**src/rtl/multicycle_control_fsm.sv**
```systemverilog
// Main sequencer of a multicycle RV32I core: walks each instruction through fetch, decode,
// execute, memory and write-back, and drives datapath selects, enables and the ALUOp class.
module multicycle_control_fsm #(
  parameter int CNT_WIDTH = 32
) (
  input  logic                 clk,
  input  logic                 reset_n,
  input  logic [6:0]           opcode,
  input  logic                 bcond,
  input  logic                 halt_req,
  input  logic                 mem_ready,
  output logic                 pc_write,
  output logic                 pc_source,
  output logic                 i_or_d,
  output logic                 mem_read,
  output logic                 mem_write,
  output logic                 ir_write,
  output logic                 reg_write,
  output logic                 wb_sel,
  output logic                 alu_src_a,
  output logic [1:0]           alu_src_b,
  output logic [1:0]           alu_op,
  output logic                 alu_out_write,
  output logic                 halted,
  output logic [CNT_WIDTH-1:0] retired_cnt
);

  localparam logic [6:0] OP_R     = 7'b0110011;
  localparam logic [6:0] OP_I     = 7'b0010011;
  localparam logic [6:0] OP_LOAD  = 7'b0000011;
  localparam logic [6:0] OP_STORE = 7'b0100011;
  localparam logic [6:0] OP_BR    = 7'b1100011;
  localparam logic [6:0] OP_JAL   = 7'b1101111;
  localparam logic [6:0] OP_JALR  = 7'b1100111;
  localparam logic [6:0] OP_SYS   = 7'b1110011;

  localparam logic [1:0] SRC_B_RS2  = 2'b00;
  localparam logic [1:0] SRC_B_FOUR = 2'b01;
  localparam logic [1:0] SRC_B_IMM  = 2'b10;

  localparam logic [1:0] ALUOP_ADD  = 2'b00;
  localparam logic [1:0] ALUOP_R    = 2'b01;
  localparam logic [1:0] ALUOP_BR   = 2'b10;
  localparam logic [1:0] ALUOP_I    = 2'b11;

  typedef enum logic [2:0] {
    S_IF   = 3'd0,
    S_ID   = 3'd1,
    S_EX   = 3'd2,
    S_MEM  = 3'd3,
    S_WB   = 3'd4,
    S_BR   = 3'd5,
    S_HALT = 3'd6
  } state_t;

  state_t               state_q, state_d;
  logic [CNT_WIDTH-1:0] cnt_q, cnt_d;

  always_comb begin
    state_d       = state_q;
    pc_write      = 1'b0;
    pc_source     = 1'b0;
    i_or_d        = 1'b0;
    mem_read      = 1'b0;
    mem_write     = 1'b0;
    ir_write      = 1'b0;
    reg_write     = 1'b0;
    wb_sel        = 1'b0;
    alu_src_a     = 1'b0;
    alu_src_b     = SRC_B_RS2;
    alu_op        = ALUOP_ADD;
    alu_out_write = 1'b0;
    halted        = 1'b0;

    case (state_q)
      S_IF: begin
        mem_read = 1'b1;
        if (mem_ready) begin
          ir_write = 1'b1;
          state_d  = S_ID;
        end
      end
      S_ID: begin
        alu_src_b     = SRC_B_FOUR;
        alu_out_write = 1'b1;
        state_d       = S_EX;
      end
      S_EX: begin
        case (opcode)
          OP_R: begin
            alu_src_a     = 1'b1;
            alu_op        = ALUOP_R;
            alu_out_write = 1'b1;
            state_d       = S_WB;
          end
          OP_I: begin
            alu_src_a     = 1'b1;
            alu_src_b     = SRC_B_IMM;
            alu_op        = ALUOP_I;
            alu_out_write = 1'b1;
            state_d       = S_WB;
          end
          OP_LOAD, OP_STORE: begin
            alu_src_a     = 1'b1;
            alu_src_b     = SRC_B_IMM;
            alu_out_write = 1'b1;
            state_d       = S_MEM;
          end
          OP_BR: begin
            // ALUOut still holds PC+4 from decode, so not-taken reuses it as next PC
            alu_src_a = 1'b1;
            alu_op    = ALUOP_BR;
            if (bcond) begin
              state_d = S_BR;
            end else begin
              pc_write  = 1'b1;
              pc_source = 1'b1;
              state_d   = S_IF;
            end
          end
          OP_JAL: begin
            alu_src_b = SRC_B_IMM;
            pc_write  = 1'b1;
            reg_write = 1'b1;
            state_d   = S_IF;
          end
          OP_JALR: begin
            alu_src_a = 1'b1;
            alu_src_b = SRC_B_IMM;
            pc_write  = 1'b1;
            reg_write = 1'b1;
            state_d   = S_IF;
          end
          OP_SYS: begin
            if (halt_req) begin
              state_d = S_HALT;
            end else begin
              pc_write  = 1'b1;
              pc_source = 1'b1;
              state_d   = S_IF;
            end
          end
          default: begin
            pc_write  = 1'b1;
            pc_source = 1'b1;
            state_d   = S_IF;
          end
        endcase
      end
      S_MEM: begin
        i_or_d = 1'b1;
        if (opcode == OP_LOAD) begin
          mem_read = 1'b1;
          if (mem_ready) state_d = S_WB;
        end else begin
          mem_write = 1'b1;
          if (mem_ready) begin
            alu_src_b = SRC_B_FOUR;
            pc_write  = 1'b1;
            state_d   = S_IF;
          end
        end
      end
      S_WB: begin
        reg_write = 1'b1;
        wb_sel    = (opcode == OP_LOAD);
        alu_src_b = SRC_B_FOUR;
        pc_write  = 1'b1;
        state_d   = S_IF;
      end
      S_BR: begin
        alu_src_b = SRC_B_IMM;
        pc_write  = 1'b1;
        state_d   = S_IF;
      end
      S_HALT: begin
        halted = 1'b1;
      end
      default: begin
        state_d = S_IF;
      end
    endcase

    // An ECALL that halts never pulses pc_write, so its retirement is counted on HALT entry
    cnt_d = cnt_q;
    if (pc_write || (state_q == S_EX && state_d == S_HALT)) begin
      cnt_d = cnt_q + {{(CNT_WIDTH-1){1'b0}}, 1'b1};
    end

    // Datapath must see no strobes while the core is held in reset
    if (!reset_n) begin
      pc_write      = 1'b0;
      pc_source     = 1'b0;
      i_or_d        = 1'b0;
      mem_read      = 1'b0;
      mem_write     = 1'b0;
      ir_write      = 1'b0;
      reg_write     = 1'b0;
      wb_sel        = 1'b0;
      alu_src_a     = 1'b0;
      alu_src_b     = SRC_B_RS2;
      alu_op        = ALUOP_ADD;
      alu_out_write = 1'b0;
      halted        = 1'b0;
    end
  end

  always_ff @(posedge clk or negedge reset_n) begin
    if (!reset_n) begin
      state_q <= S_IF;
      cnt_q   <= '0;
    end else begin
      state_q <= state_d;
      cnt_q   <= cnt_d;
    end
  end

  assign retired_cnt = cnt_q;

endmodule
```
**config.mk**
```make
export PLATFORM = sky130hd
export DESIGN_NAME = multicycle_control_fsm
export DESIGN_NICKNAME = d
export VERILOG_FILES = /design/src/rtl/multicycle_control_fsm.sv
export SDC_FILE = /design/constraint.sdc
export NUM_CORES = 1
export LEC_CHECK = 0
export ABC_AREA = 0
export CORE_ASPECT_RATIO = 1.25
export CORE_MARGIN = 2
export CORE_UTILIZATION = 47
export CTS_BUF_LIST = sky130_fd_sc_hd__clkbuf_8 sky130_fd_sc_hd__clkbuf_16
export DETAILED_ROUTE_END_ITERATION = 6
export MAX_ROUTING_LAYER = met4
export PLACE_DENSITY = 0.9
export SYNTH_ARGS = -nofsm -noshare
export SYNTH_HDL_FRONTEND = slang
export SYNTH_SLANG_ARGS = --single-unit
```
**constraint.sdc**
```tcl
create_clock -name clk -period 1.9 [get_ports clk]
set_input_delay 0.19 -clock clk [delete_from_list [all_inputs] [get_ports clk]]
set_output_delay 0.19 -clock clk [all_outputs]
set_load 0.02 [all_outputs]
```
==> results.txt <==
- The area growth from synthesis to layout is 53.5%.
- Data arrival time at the worst-slack endpoint: 2.03 ns
* Max-slew violation count: 0
- Synth area leaders: dfrtp_1 44%, xnor2_1 12%, nand2_1 4.9%
- Dividing total power by cell area gives a power density of 858 nW/um^2.
- Of the post-synthesis cell area, the dominant cell type holds 0.442.
- Nets in the synthesized netlist: 216
- The first global-routing pass estimated 8380 microns of wire.
- List of cells traversed by the critical path: nand2b_4 -> o31a_4 -> buf_6 -> a211oi_4 -> nand3_1 -> xnor2_1
- Compound-gate portion of the synthesized area: 0.110
- Row generation in the floorplan step produced 26 rows.
- At the worst endpoint, the required time is approximately 2.1 ns.
- STA classifies the critical path startpoint as a flop.
- Setup violations remaining at the end of the flow were counted as 0.
* Initial Utilization: 0.487
- The count of nets left with antenna violations once routing finished came out at 0.
* Slowest library cell on the worst path: dfrtp_1
- Area occupied by multi-input gates: 1140 sq um
- After synthesis the netlist holds a flip-flop and latch count of 35.
- The clock arrives with 0.00559 ns of skew.
- Across all hold checks on the routed design, the worst slack comes to around 0.46 ns.
- CP max FO: 5
- Dominant cell type by area after synthesis: dfrtp_1
* Critical path buffers and inverters: 1
* Period utilisation layout: 0.970
- Netlist area before placement: roughly 2000 sq um
- After detailed routing, the number of vias per cell comes to 5.26.
* Count of boundary I/O pins: 59
* Via count of the first global-routing pass: 1922
- CTS root buffer: clkbuf_8
- After clock tree synthesis, the clock-pin slew on the worst setup and hold paths is 0.07 ns.
- Met1 Use GR: 0.281
* Dpl ws: -0.499 ns
- Avg Inst Size Synth: 9.76 sq um
- Max Freq: 0.543 GHz
- Multiplexer share of the synthesized area: 0.0170
- Total detailed-routing wirelength: 5140 microns
- Of the total synthesized cell area, the portion taken by XOR and XNOR cells is 0.137.
- TritonCTS clock tree: built
- Post-Place Cells: 346
* Initial antenna violation count: 0
- Overall power consumption: 2.61 mW
* Tmin final: approximately 1.8 ns
- Antenna Cells: 0
* Top flip-flop cell by instance count after synthesis: dfrtp_1
- Start-to-end type of the worst setup path: flop to flop
- Buffers inserted during clock tree synthesis total 5.
- The worst setup path is captured at a flop.
* Total of max-cap violations: 0
* Cell area reported after detailed placement: 2880 sq um
- The largest single stage delay on the critical path is about 0.42 ns.
- Of the total synthesized cell area, the portion taken by full adders, half adders and majority gates is 0.00631.
- Setup repair after global routing could not meet its margin everywhere.
- Static Leakage: 1.33 nW
- The floorplan step set the die height to ~77 microns.
- Floorplan core area: roughly 4000 sq um
- Proportion of register bits with asynchronous set or reset after synthesis: 1.00
* Largest net degree at the start of global routing: 21
* Port Buffers: 58
- Count of unique library cells instantiated by Yosys: 46
* Min setup slack post-route: about 0.057 ns
* Drt wl/cell: roughly 14 microns
* Post-Synth Simple-Gate Area: 0.268
- The total overflow left after global routing is 0.
- With fillers left out, the area of the finished cells amounts to 3040 sq um.
- For met3 alone, demand over resource in global routing was 0.0441.
* Placer congestion estimate: just over 0.9
* Combinational family with the most area after synthesis: simple AND/OR/NAND/NOR gates
- For the final routed database, the setup TNS stands at 0 ns.
- Outcome: complete, no violations
- First drt pass iteration count: 4
- Clock latency reported for the late side of the worst-skew pair: 0.29 ns
- For this run, the total global-route usage over all layers was measured as 0.236.
- The hold violation total from the final report is 0.
* Deepest level of the CTS H-tree: 2
- Iter 0 DRT Violations: 61
* Share of final-layout standard cells stronger than drive strength 1: 0.299
* Estimated wirelength of the detail-placed design: 3760 microns
- Across all layers, the routed design uses 1879 vias.
- The worst-case IR drop observed on VDD is 0.845 mV.
- On the critical path the largest part of the delay comes from compound AO/OA/AOI/OAI gates.
- HP Class: input port to flop
- For this run, design rule violations remaining after detail routing come to 0.
* Synth warnings: 0
- The final layout contains 313 nets.
* Gr busiest metal: met2
* Count of fill cells added during filler insertion: approximately 280
- Maximum clock insertion buffer count: 2
- Number of standard cells in the final layout excluding fillers: 357
- Clock tree synthesis found a total of 35 sinks.
- In this run the horizontal extent of the chip is 62.1 microns.
- Measured against its own limit, the worst slew margin works out to 0.756.
- The synthesized design contains 0 enable-type register cells.
- Worst Tran Pin Value: 0.356 ns
- Total Die Area: 4760 sq um
- The cell count after synthesis came out at about 200.
- Registers take 886 sq um.
* Sequential cell area fraction in the yosys report: 0.442
- Once layout is complete, the utilization of the core stands at 0.748.
* Met2 capacity usage during global routing: 0.384
-- power breakdown --
part	total (mW)	switching (mW)	leakage (nW)	internal, mW
registers	0.956	0.117	0.458	0.839
logic	1.12	0.572	0.835	0.549
clock network	0.534	0.280	0.0402	0.255
total	2.61	0.969	1.33	1.64
-- cell usage in the layout (no fill, tap or decap), types with 3 or more instances in the layout --
cell             Yosys  final
nand3_1             15     12
dfrtp_1             35     27
xnor2_1             28     28
xor2_1               3      3
clkbuf_8             0      5
nand2b_1             4      3
and3_1               5      5
dlymetal6s2s_1       0      4
a21oi_1              8      8
mux2_2               3      3
a21boi_0             4      3
buf_4                1     37
nor2_1              13     12
nand4_1              7      7
dlygate4sd2_1        0      6
buf_2                1      7
clkdlybuf4s50_1      0     36
o21ai_0              5      5
nand3_2              1      4
nand2_1             26     25
nor3_1               4      4
dfrtp_2              0      8
-- kinds of logic (layout without fill, tap and decap cells) --
kind of cell	Yosys count	count (layout)
simple gates	94	94
flops	35	35
xor+xnor	31	31
compound gates	30	30
buf+inv	9	107
mux	3	3
fa+ha+maj	1	1
-- path summary, 6_finish.rpt --
| check | slack [ns] | end | start | cells past startpoint |
|---|---|---|---|---|
| worst max-delay path | 0.06 | retired_cnt[28] | state_q[2] | 6 |
| worst min-delay path | 0.46 | state_q[2] | opcode[3] | 5 |
| max in group asynchronous | 1.13 | state_q[1] | reset_n | 3 |
| min in group asynchronous | 0.54 | retired_cnt[17] | reset_n | 3 |
| worst min register to register | 0.48 | retired_cnt[31] | retired_cnt[31] | 1 |
| worst max register to register | 0.06 | retired_cnt[28] | state_q[2] | 6 |
-- Yosys cell counts, types with 2 or more instances --
cell type,number
dfrtp_1,35
xnor2_1,28
nand2_1,26
nand3_1,15
nor2_1,13
a21oi_1,8
nand4_1,7
and3_1,5
clkbuf_1,5
o21ai_0,5
a21boi_0,4
nand2b_1,4
nor3_1,4
mux2_2,3
xor2_1,3
a211oi_1,2
a21oi_2,2
a22oi_1,2
and2_1,2
and4_1,2
inv_1,2
nand3b_1,2
-- timing repair --
| action | in CTS | in global routing |
|---|---|---|
| pin swaps | 5 | 12 |
| hold buffers | 1 | 0 |
| resized for setup | 47 | 23 |
| setup endpoints to repair | 34 | 29 |
| gates cloned | 0 | 0 |
| setup buffers | 1 | 2 |
| hold endpoints to repair | 15 | 0 |
-- worst register-to-register path, delay by kind of cell (launching register included) --
kind	cells	cell delay (ns)
AO/OA/AOI/OAI	2	0.71
flip-flops	1	0.42
AND/OR/NAND/NOR	2	0.32
buffers and inverters	1	0.14
XOR/XNOR	1	0.14
-- cell type report --
| class | count | share of cell area |
|---|---|---|
| multi-input cells | 159 | 0.376 |
| well taps | 56 | 0.0230 |
| repair buffers | 97 | 0.278 |
| inverters | 2 | 0.00247 |
| clock buffers | 5 | 0.0226 |
| clock inverters | 3 | 0.00658 |
| flip-flops and latches | 35 | 0.291 |
-- metal layers --
metal | routed length [microns] | vias to the layer above
li1 | - | 909
met1 | 2110 | 899
met2 | 2710 | 58
met3 | 210 | 13
met4 | 104 | 0
met5 | 0 | -
-- flip-flops by register name, indices dropped and copies added, names as in the netlist --
| signal | flops |
|---|---|
| retired_cnt | 32 |
| state_q | 3 |
No activity file was read; power rests on OpenSTA's default activity.
